`src/rtl/tcp_tx_bench_client_if.sv`:
```
// rtl/tcp_tx_bench_client_if.sv - tx metadata/status/data channels between client and network stack
interface tcp_tx_bench_client_if #(
    parameter int DATA_W = 512
) ();
    localparam int KEEP_W = DATA_W / 8;

    logic              meta_valid;
    logic              meta_ready;
    logic [31:0]       meta_data;
    logic              sts_valid;
    logic              sts_ready;
    logic [63:0]       sts_data;
    logic              data_valid;
    logic              data_ready;
    logic [DATA_W-1:0] data_data;
    logic [KEEP_W-1:0] data_keep;
    logic              data_last;

    modport master (
        output meta_valid, meta_data,
        input  meta_ready,
        input  sts_valid, sts_data,
        output sts_ready,
        output data_valid, data_data, data_keep, data_last,
        input  data_ready
    );

    modport slave (
        input  meta_valid, meta_data,
        output meta_ready,
        output sts_valid, sts_data,
        input  sts_ready,
        input  data_valid, data_data, data_keep, data_last,
        output data_ready
    );
endinterface

```
`src/rtl/tcp_tx_bench_client.sv`:
```
// rtl/tcp_tx_bench_client.sv - sends a burst of fixed-size TCP packets on one session and counts throughput
module tcp_tx_bench_client #(
    parameter int DATA_W    = 512,
    parameter int BACKOFF   = 64,
    parameter int MAX_RETRY = 255
) (
    input  logic                  aclk,
    input  logic                  aresetn,
    input  logic                  start,
    input  logic [15:0]           session_id,
    input  logic [15:0]           pkt_len,
    input  logic [31:0]           num_pkts,
    tcp_tx_bench_client_if.master tx,
    output logic                  busy,
    output logic                  done,
    output logic                  error,
    output logic [31:0]           pkts_sent,
    output logic [63:0]           bytes_sent,
    output logic [63:0]           run_cycles
);
    localparam int KEEP_W = DATA_W / 8;
    localparam int LANES  = DATA_W / 32;

    typedef enum logic [2:0] {S_IDLE, S_META, S_STS, S_DATA, S_BACKOFF, S_ERROR} state_t;

    state_t      state_q, state_d;
    logic [15:0] session_q, session_d, len_q, len_d, rem_q, rem_d;
    logic [31:0] num_q, num_d, pkts_q, pkts_d, beat_idx_q, beat_idx_d;
    logic [31:0] retry_q, retry_d, bo_cnt_q, bo_cnt_d;
    logic [63:0] bytes_q, bytes_d, cyc_q, cyc_d;
    logic        error_q, error_d, zdone_q, zdone_d;

    logic        meta_hs, sts_hs, data_hs, last_beat, last_pkt;
    logic [2:0]  sts_err;
    logic        unused_sts;

    assign meta_hs    = (state_q == S_META) && tx.meta_ready;
    assign sts_hs     = (state_q == S_STS) && tx.sts_valid;
    assign data_hs    = (state_q == S_DATA) && tx.data_ready;
    assign last_beat  = rem_q <= 16'(KEEP_W);
    assign last_pkt   = (pkts_q + 32'd1) >= num_q;
    assign sts_err    = tx.sts_data[63:61];
    assign unused_sts = ^tx.sts_data[60:0];

    always_ff @(posedge aclk or negedge aresetn) begin
        if (!aresetn) begin
            state_q    <= S_IDLE;
            session_q  <= '0;
            len_q      <= '0;
            rem_q      <= '0;
            num_q      <= '0;
            pkts_q     <= '0;
            beat_idx_q <= '0;
            retry_q    <= '0;
            bo_cnt_q   <= '0;
            bytes_q    <= '0;
            cyc_q      <= '0;
            error_q    <= 1'b0;
            zdone_q    <= 1'b0;
        end else begin
            state_q    <= state_d;
            session_q  <= session_d;
            len_q      <= len_d;
            rem_q      <= rem_d;
            num_q      <= num_d;
            pkts_q     <= pkts_d;
            beat_idx_q <= beat_idx_d;
            retry_q    <= retry_d;
            bo_cnt_q   <= bo_cnt_d;
            bytes_q    <= bytes_d;
            cyc_q      <= cyc_d;
            error_q    <= error_d;
            zdone_q    <= zdone_d;
        end
    end

    always_comb begin
        state_d    = state_q;
        session_d  = session_q;
        len_d      = len_q;
        rem_d      = rem_q;
        num_d      = num_q;
        pkts_d     = pkts_q;
        beat_idx_d = beat_idx_q;
        retry_d    = retry_q;
        bo_cnt_d   = bo_cnt_q;
        bytes_d    = bytes_q;
        cyc_d      = (state_q != S_IDLE) ? cyc_q + 64'd1 : cyc_q;
        error_d    = error_q;
        zdone_d    = 1'b0;

        case (state_q)
            S_IDLE: begin
                if (start) begin
                    session_d  = session_id;
                    len_d      = pkt_len;
                    num_d      = num_pkts;
                    pkts_d     = '0;
                    bytes_d    = '0;
                    cyc_d      = '0;
                    beat_idx_d = '0;
                    retry_d    = '0;
                    error_d    = 1'b0;
                    if (pkt_len == 16'd0 || num_pkts == 32'd0) begin
                        zdone_d = 1'b1;
                    end else begin
                        state_d = S_META;
                    end
                end
            end
            S_META: begin
                if (meta_hs) state_d = S_STS;
            end
            S_STS: begin
                if (sts_hs) begin
                    if (sts_err == 3'd0) begin
                        state_d = S_DATA;
                        retry_d = '0;
                        rem_d   = len_q;
                    end else if (sts_err == 3'd1 && (retry_q + 32'd1) <= 32'(MAX_RETRY)) begin
                        state_d  = S_BACKOFF;
                        retry_d  = retry_q + 32'd1;
                        bo_cnt_d = '0;
                    end else begin
                        state_d = S_ERROR;
                        error_d = 1'b1;
                    end
                end
            end
            S_BACKOFF: begin
                if (bo_cnt_q == 32'(BACKOFF - 1)) state_d = S_META;
                else bo_cnt_d = bo_cnt_q + 32'd1;
            end
            S_DATA: begin
                if (data_hs) begin
                    beat_idx_d = beat_idx_q + 32'd1;
                    rem_d      = rem_q - 16'(KEEP_W);
                    if (last_beat) begin
                        pkts_d  = pkts_q + 32'd1;
                        bytes_d = bytes_q + 64'(len_q);
                        state_d = last_pkt ? S_IDLE : S_META;
                    end
                end
            end
            S_ERROR: state_d = S_IDLE;
            default: state_d = S_IDLE;
        endcase
    end

    // Every output is gated by state so an asynchronous reset drops them all at once.
    always_comb begin
        tx.meta_valid = (state_q == S_META);
        tx.meta_data  = tx.meta_valid ? {len_q, session_q} : 32'd0;
        tx.sts_ready  = (state_q == S_STS);
        tx.data_valid = (state_q == S_DATA);
        tx.data_data  = tx.data_valid ? {LANES{beat_idx_q}} : '0;
        tx.data_last  = tx.data_valid && last_beat;
        for (int i = 0; i < KEEP_W; i++) begin
            tx.data_keep[i] = tx.data_valid && (rem_q > 16'(i));
        end
        busy       = (state_q != S_IDLE);
        done       = zdone_q || (state_q == S_ERROR) || (data_hs && last_beat && last_pkt);
        error      = error_q;
        pkts_sent  = pkts_q;
        bytes_sent = bytes_q;
        run_cycles = cyc_q;
    end
endmodule

```
`src/flat_wrapper.sv`:
```
// flat-port wrapper written by rule: the top's interface ports become plain ports
module tcp_tx_bench_client_flat 
#(
    parameter int DATA_W    = 512,
    parameter int BACKOFF   = 64,
    parameter int MAX_RETRY = 255
)
  (aclk, aresetn, start, session_id, pkt_len, num_pkts, busy, done, error, pkts_sent, bytes_sent, run_cycles, tx_meta_valid, tx_meta_data, tx_meta_ready, tx_sts_valid, tx_sts_data, tx_sts_ready, tx_data_valid, tx_data_data, tx_data_keep, tx_data_last, tx_data_ready);
  tcp_tx_bench_client_if #(.DATA_W(DATA_W)) tx_i ();
  input  logic aclk;
  input  logic aresetn;
  input  logic start;
  input  logic [15:0] session_id;
  input  logic [15:0] pkt_len;
  input  logic [31:0] num_pkts;
  output logic busy;
  output logic done;
  output logic error;
  output logic [31:0] pkts_sent;
  output logic [63:0] bytes_sent;
  output logic [63:0] run_cycles;
  output wire logic [$bits(tx_i.meta_valid)-1:0] tx_meta_valid;
  output wire logic [$bits(tx_i.meta_data)-1:0] tx_meta_data;
  input wire logic [$bits(tx_i.meta_ready)-1:0] tx_meta_ready;
  input wire logic [$bits(tx_i.sts_valid)-1:0] tx_sts_valid;
  input wire logic [$bits(tx_i.sts_data)-1:0] tx_sts_data;
  output wire logic [$bits(tx_i.sts_ready)-1:0] tx_sts_ready;
  output wire logic [$bits(tx_i.data_valid)-1:0] tx_data_valid;
  output wire logic [$bits(tx_i.data_data)-1:0] tx_data_data;
  output wire logic [$bits(tx_i.data_keep)-1:0] tx_data_keep;
  output wire logic [$bits(tx_i.data_last)-1:0] tx_data_last;
  input wire logic [$bits(tx_i.data_ready)-1:0] tx_data_ready;
  assign tx_meta_valid = tx_i.meta_valid;
  assign tx_meta_data = tx_i.meta_data;
  assign tx_i.meta_ready = tx_meta_ready;
  assign tx_i.sts_valid = tx_sts_valid;
  assign tx_i.sts_data = tx_sts_data;
  assign tx_sts_ready = tx_i.sts_ready;
  assign tx_data_valid = tx_i.data_valid;
  assign tx_data_data = tx_i.data_data;
  assign tx_data_keep = tx_i.data_keep;
  assign tx_data_last = tx_i.data_last;
  assign tx_i.data_ready = tx_data_ready;
  tcp_tx_bench_client #(.DATA_W(DATA_W), .BACKOFF(BACKOFF), .MAX_RETRY(MAX_RETRY)) u_core (.aclk(aclk), .aresetn(aresetn), .start(start), .session_id(session_id), .pkt_len(pkt_len), .num_pkts(num_pkts), .tx(tx_i), .busy(busy), .done(done), .error(error), .pkts_sent(pkts_sent), .bytes_sent(bytes_sent), .run_cycles(run_cycles));
endmodule
```
`config.mk`:
```
export PLATFORM = sky130hd
export DESIGN_NAME = tcp_tx_bench_client_flat
export DESIGN_NICKNAME = d
export VERILOG_FILES = /design/src/rtl/tcp_tx_bench_client_if.sv /design/src/rtl/tcp_tx_bench_client.sv /design/src/flat_wrapper.sv
export SDC_FILE = /design/constraint.sdc
export NUM_CORES = 1
export LEC_CHECK = 0
export CORE_AREA = 2 2 357 359
export CTS_BUF_LIST = sky130_fd_sc_hd__clkbuf_16
export CTS_CLUSTER_SIZE = 16
export DETAILED_ROUTE_END_ITERATION = 8
export DIE_AREA = 0 0 359 361
export MAX_ROUTING_LAYER = met4
export PLACE_DENSITY_LB_ADDON = 0.08
export SYNTH_ARGS = -nofsm -noshare
export SYNTH_HDL_FRONTEND = slang
export SYNTH_SLANG_ARGS = --single-unit
```
`constraint.sdc`:
```
create_clock -name aclk -period 9.8 [get_ports aclk]
set_input_delay 0.98 -clock aclk [delete_from_list [all_inputs] [get_ports aclk]]
set_output_delay 0.98 -clock aclk [all_outputs]
set_load 0.005 [all_outputs]
```
# Word level (Yosys, flattened, before mapping)
# Index checks and enable logic that the tools add are counted.
totals:
  ff_bits: 341
  latch_bits: 0
  mem_bits_rw: 0
  rom_bits: 0
  memories: 0
classes:
  addsub: 7
  n_mul: 0
  div: 0
  magnitude_cmp: 67
  eq_ne: 20
  shift: 0
  mux: 47
  n_bitwise: 0
  reduce_logical: 91
op_table:
  columns: ["operator", "n"]
  rows:
  - ["> comparator 16 x 6 -> 1 bit, second input constant", 32]
  - ["two-way mux 512 bit", 1]
  - ["two-way mux 32 bit", 12]
  - ["two-way mux 64 bit", 6]
  - ["> comparator 16 x 5 -> 1 bit, second input constant", 16]
  - ["one-hot mux 32 bit (2 select lines)", 4]
  - ["adder 32 x 1 -> 32 bit, second input constant", 4]
  - ["> comparator 16 x 4 -> 1 bit, second input constant", 8]
  - ["one-hot mux 64 bit (2 select lines)", 1]
  - ["logical AND 1 bit", 71]
  - ["adder 64 x 1 -> 64 bit, second input constant", 1]
  - ["adder 64 x 16 -> 64 bit", 1]
  - ["> comparator 16 x 3 -> 1 bit, second input constant", 4]
  - ["two-way mux 16 bit", 3]
  - ["equality test 32 x 6 -> 1 bit, second input constant", 1]
  - [">= comparator 32 bit", 1]
  - ["> comparator 16 x 1 -> 1 bit, second input constant", 2]
  - ["> comparator 16 x 2 -> 1 bit, second input constant", 2]
  - ["<= comparator 32 x 8 -> 1 bit, second input constant", 1]
  - ["zero test 32 bit", 1]
  - ["one-hot mux 16 bit (2 select lines)", 1]
  - ["two-way mux 3 bit", 8]
  - ["<= comparator 16 x 7 -> 1 bit, second input constant", 1]
  - ["zero test 16 bit", 1]
  - ["19 further kinds", 49]

# Depth between registers and ports, before layout
depth:
  word_depth: 7
  mapped_depth: 18
  depth_no_buf: 17

# Worst setup path after synthesis
# OpenSTA, ideal clock, no wires.
synth_path:
  path_type: "register to output"
  start: "reg u_core.pkts_q[2], in the netlist u_core.pkts_sent[2]"
  end: "out done"
  arrival_ns: 3.614
  setup_slack_ns: 5.206
  stages_incl_launch_ff: 18
  path_buffers: 1
  path_cell_list: "dfrtp_1 nand3_1 nor2_1 nand4_1 nor2_1 and3_1 clkbuf_1 nand3_1 xnor2_1 ha_1 a21o_1 a21o_1 a21oi_1 o21a_1 nor2_1 a2111oi_0 a21oi_1 a311o_1"
synth_between:
  elab_chain_len: 4
synth_lines:
  columns: ["element", "line", "rtl"]
  rows:
  - ["start: declaration", "tcp_tx_bench_client.sv:28", "logic [31:0] num_q, num_d, pkts_q, pkts_d, beat_idx_q, beat_idx_d;"]
  - ["start signal: assignment", "tcp_tx_bench_client.sv:66", "pkts_q <= pkts_d;"]
  - ["adder 32 x 1 -> 32 bit", "tcp_tx_bench_client.sv:41", "assign last_pkt = (pkts_q + 32'd1) >= num_q;"]
  - [">= comparator 32 bit", "tcp_tx_bench_client.sv:41", null]
  - ["logical AND 1 bit", "tcp_tx_bench_client.sv:162", "done = zdone_q || (state_q == S_ERROR) || (data_hs && last_beat && last_pkt);"]
  - ["logical OR 1 bit", "tcp_tx_bench_client.sv:162", null]
  - ["end: declaration", "flat_wrapper.sv:17", "output logic done;"]
# Every way passes these cells.

# Worst setup path after layout
layout_path:
  start: "reg u_core.pkts_q[0], in the netlist u_core.pkts_sent[0]"
  end: "out done"
# Same word-level chain as after synthesis.

==> run_results.csv <==
group,metric,value,unit
outcome,outcome,"finished, final reports clean",
synth,synth_ff_type,"dfrtp_1",
synth,synth_top_area_cell,"dfrtp_1",
critical_path,r2r-end,"u_core.state_q[0]",
finish,final_core_util,25.1,%
sta,finalCritPeriodShare,68.3,%
grt,grt-ovfl-total,0,
die,rows,130,
hold_path,hold_class,"input pin to asynchronous set/reset pin",
die,die_h,361,µm
finish,register_area,8530,µm²
clocking,cts_setup_buffers,0,
route,first_pass_iters,5,
route,wirelength,101000,µm
clocking,cts.sinks,341,
critical_path,r2r-start,"u_core.pkts_sent[0]",
pwr,leakagePower,12.6,nW
sta,drv_slew,0,
synth,synth.cell_area,23200,µm²
synth,synthXorXnorAreaFrac,4.20,%
clocking,htree_num_levels,2,
clocking,clk_pin_slew,0.06,ns
synth,synth_fa_ha_area_share,3.06,%
synth,synth-simple-area-share,24.0,%
synth,yosysSeqAreaShare,36.9,%
route,wl_per_cell,21.1,µm
die,die_w,359,µm
sta,finClkSkew,0.0369,ns
grt,grt_pass1_vias,20000,
die,io_pins,909,
synth,synth_area_leaders,"dfrtp_1 (37%), buf_4 (16%), nand2_1 (5.4%), nand3_1 (3.7%), o21ai_0 (3.4%)",
place,place.gp.congestion,0.792,
grt,antenna_found_initial,3,
route,vias,20500,
grt,grt_start_max_net_pins,100,
die,start_util,18.5,%
sta,finalSetupTns,0,ns
finish,multi_input_area,10300,µm²
synth,avgSynthCellArea,8.34,µm²
synth,yosysWarnings,0,
place,dpl.hpwl,77300,µm
pwr,max-vdd-ir-drop,0.104,mV
grt,grt_pass1_wl,147000,µm
critical_path,rr_worst_depth,16,
synth,synth-compound-area-share,11.1,%
synth,synth_most_common_cell,"buf_4",
sta,post-route-min-period,6.69,ns
clocking,worstSkewPairLatency,0.62,ns
critical_path,crit_required,8.82,ns
synth,synth_top_family_by_area,"simple AND/OR/NAND/NOR gates",
synth,synth_mux_area_share,1.77,%
finish,n_fill_cell,13400,
sta,hold_viol,0,
critical_path,startpoint_type,"register",
clocking,hold_buffers,0,
pwr,swShare,38.4,%
route,drc,0,
clocking,numCtsBuffers,49,
place,io_buffers,847,
critical_path,cp-end-kind,"output pin",
critical_path,crit_fanout,7,
run,cap_viol_max_count,0,
finish,num-nets-final,3306,
die,dieArea,130000,µm²
sta,fmax,149,MHz
sta,slew_headroom,20.5,%
critical_path,r2r_setup_slack,5.32,ns
pwr,p_clk_share,27.5,%
critical_path,critical_path_arrival,5.71,ns
pwr,seqPwrFrac,33.4,%
synth,synthTopCellsByCount,"buf_4 (480), dfrtp_1 (341), nand2_1 (333)",
pwr,p_switching,2.34,mW
route,drtAntennaViolNets,0,
pwr,power.density,194,nW/µm²
synth,synth_edf_count,0,
die,core_region_area,125000,µm²
synth,synthCells,2776,
clocking,post_cts_resized,0,
pwr,power.internal,3.77,mW
clocking,clockBufferDepth,3,
sta,rsz0062_at_grt,"false",
critical_path,critical_path_class,"register to output pin",
synth,yosys.area.top_type_share,36.9,%
clocking,cts_tree,"done",
finish,syn_to_final_growth,35.8,%
sta,finalSetupViolCount,0,
route,dr.first_iter.drc_count,978,
grt,grt_use_total,15.5,%
synth,ys_ff_latch,341,
synth,synth_cell_type_count,73,
pwr,combinationalPowerShare,39.1,%
sta,tightest_slew,1.18,ns
route,avgViaCountPerCell,4.27,
synth,synth_nets,2966,
finish,drive_gt1_share,3.96,%
clocking,cts_root_buffer,"clkbuf_16",
synth,async_flop_share,100,%
## logic make-up after synthesis
logic type | count (synthesis)
AOI/OAI and AO/OA | 432
buffers and inverters | 685
DFF | 341
adders and majority gates | 56
and+or+nand+nor | 1111
xor gates and xnor gates | 111
muxes | 40
## worst max-delay path: stages, from the launching register on
cell	delay, ns
dfrtp_1	0.48
nand2_1	0.10
nor2_1	0.39
nand4_1	0.34
nor2_1	0.44
and3_1	0.45
nand3_1	0.14
xnor2_1	0.21
ha_1	0.28
a21o_1	0.16
a21o_1	0.16
a21oi_1	0.18
o21a_1	0.13
nor2_1	0.04
a2111oi_0	0.54
a21oi_1	0.23
a311o_1	0.36
clkdlybuf4s50_1	0.47
## power groups by stage
stage	sequential (mW)	combinational [mW]	clock, mW
after floorplan	1.91	1.21	0
after global placement	2.05	2.44	0
after detailed placement	2.06	2.45	0
after CTS	2.04	2.46	1.77
after global routing	2.09	2.62	1.82
final	2.04	2.39	1.68
## cell type report
cell class / count / share of cell area (%)
well taps: 1650 / 6.57
diodes: 4 / 0.0318
clock inverters: 39 / 0.736
clock buffers: 50 / 3.98
repair buffers: 880 / 27.8
multi-input cells: 1750 / 32.7
inverters: 94 / 1.12
flip-flops and latches: 341 / 27.1
## layout by cell type (no fill, tap or decap), types with 45 or more instances in the layout
cell type        count
ha_1                55
clkdlybuf4s50_1    846
o21ai_0            157
nand3_1            172
dfrtp_1            341
inv_1              111
nor4_1              45
nor2_1             166
and2_1              83
xor2_1              57
nand2_1            333
and3_1              48
xnor2_1             54
clkbuf_16           50
nand4_1             57
a21oi_1             93
nor3_1              55
## metal layers
metal  vias up  part of all wire [%]  GRT usage, %
met2       557                    51          26.9
met4         0                   3.0          4.97
li1       9780                     -             -
met3       103                   4.9          3.05
met1     10100                    41          17.9
met5         -                     0             -
## how the worst max path moves through the flow
stage,from,slack (ns),end,cells past startpoint
3_3_place_gp,u_core.pkts_sent[0],3.58,done,17
3_5_place_dp,u_core.pkts_sent[0],3.66,done,17
6_report,u_core.pkts_sent[0],3.11,done,17
2_1_floorplan,u_core.pkts_sent[2],5.21,done,17
4_1_cts,u_core.pkts_sent[0],2.93,done,17
5_1_grt,u_core.pkts_sent[0],2.62,done,17
## through the flow
step	std cells	setup slack, ns	cell area [µm²]	power [mW]	hold slack [ns]
after floorplan	2776	5.21	23200	3.12	0.437
after global placement	4715	3.58	30000	4.49	0.453
after detailed placement	4715	3.66	30000	4.51	0.458
after CTS	4804	2.93	31400	6.27	0.413
after global routing	4806	2.62	31400	6.53	0.429
final	4808	3.11	31400	6.11	0.401
## registers in the layout (all words and copies together) (netlist names)
name	flops
u_core.run_cycles	64
u_core.bo_cnt_q	32
u_core.error	1
u_core.pkts_sent	32
u_core.rem_q	16
u_core.beat_idx_q	32
u_core.retry_q	32
u_core.zdone_q	1
u_core.num_q	32
u_core.bytes_sent	64
u_core.state_q	3
u_core.len_q	16
u_core.session_q	16
Power figures use the tool's default switching activity.
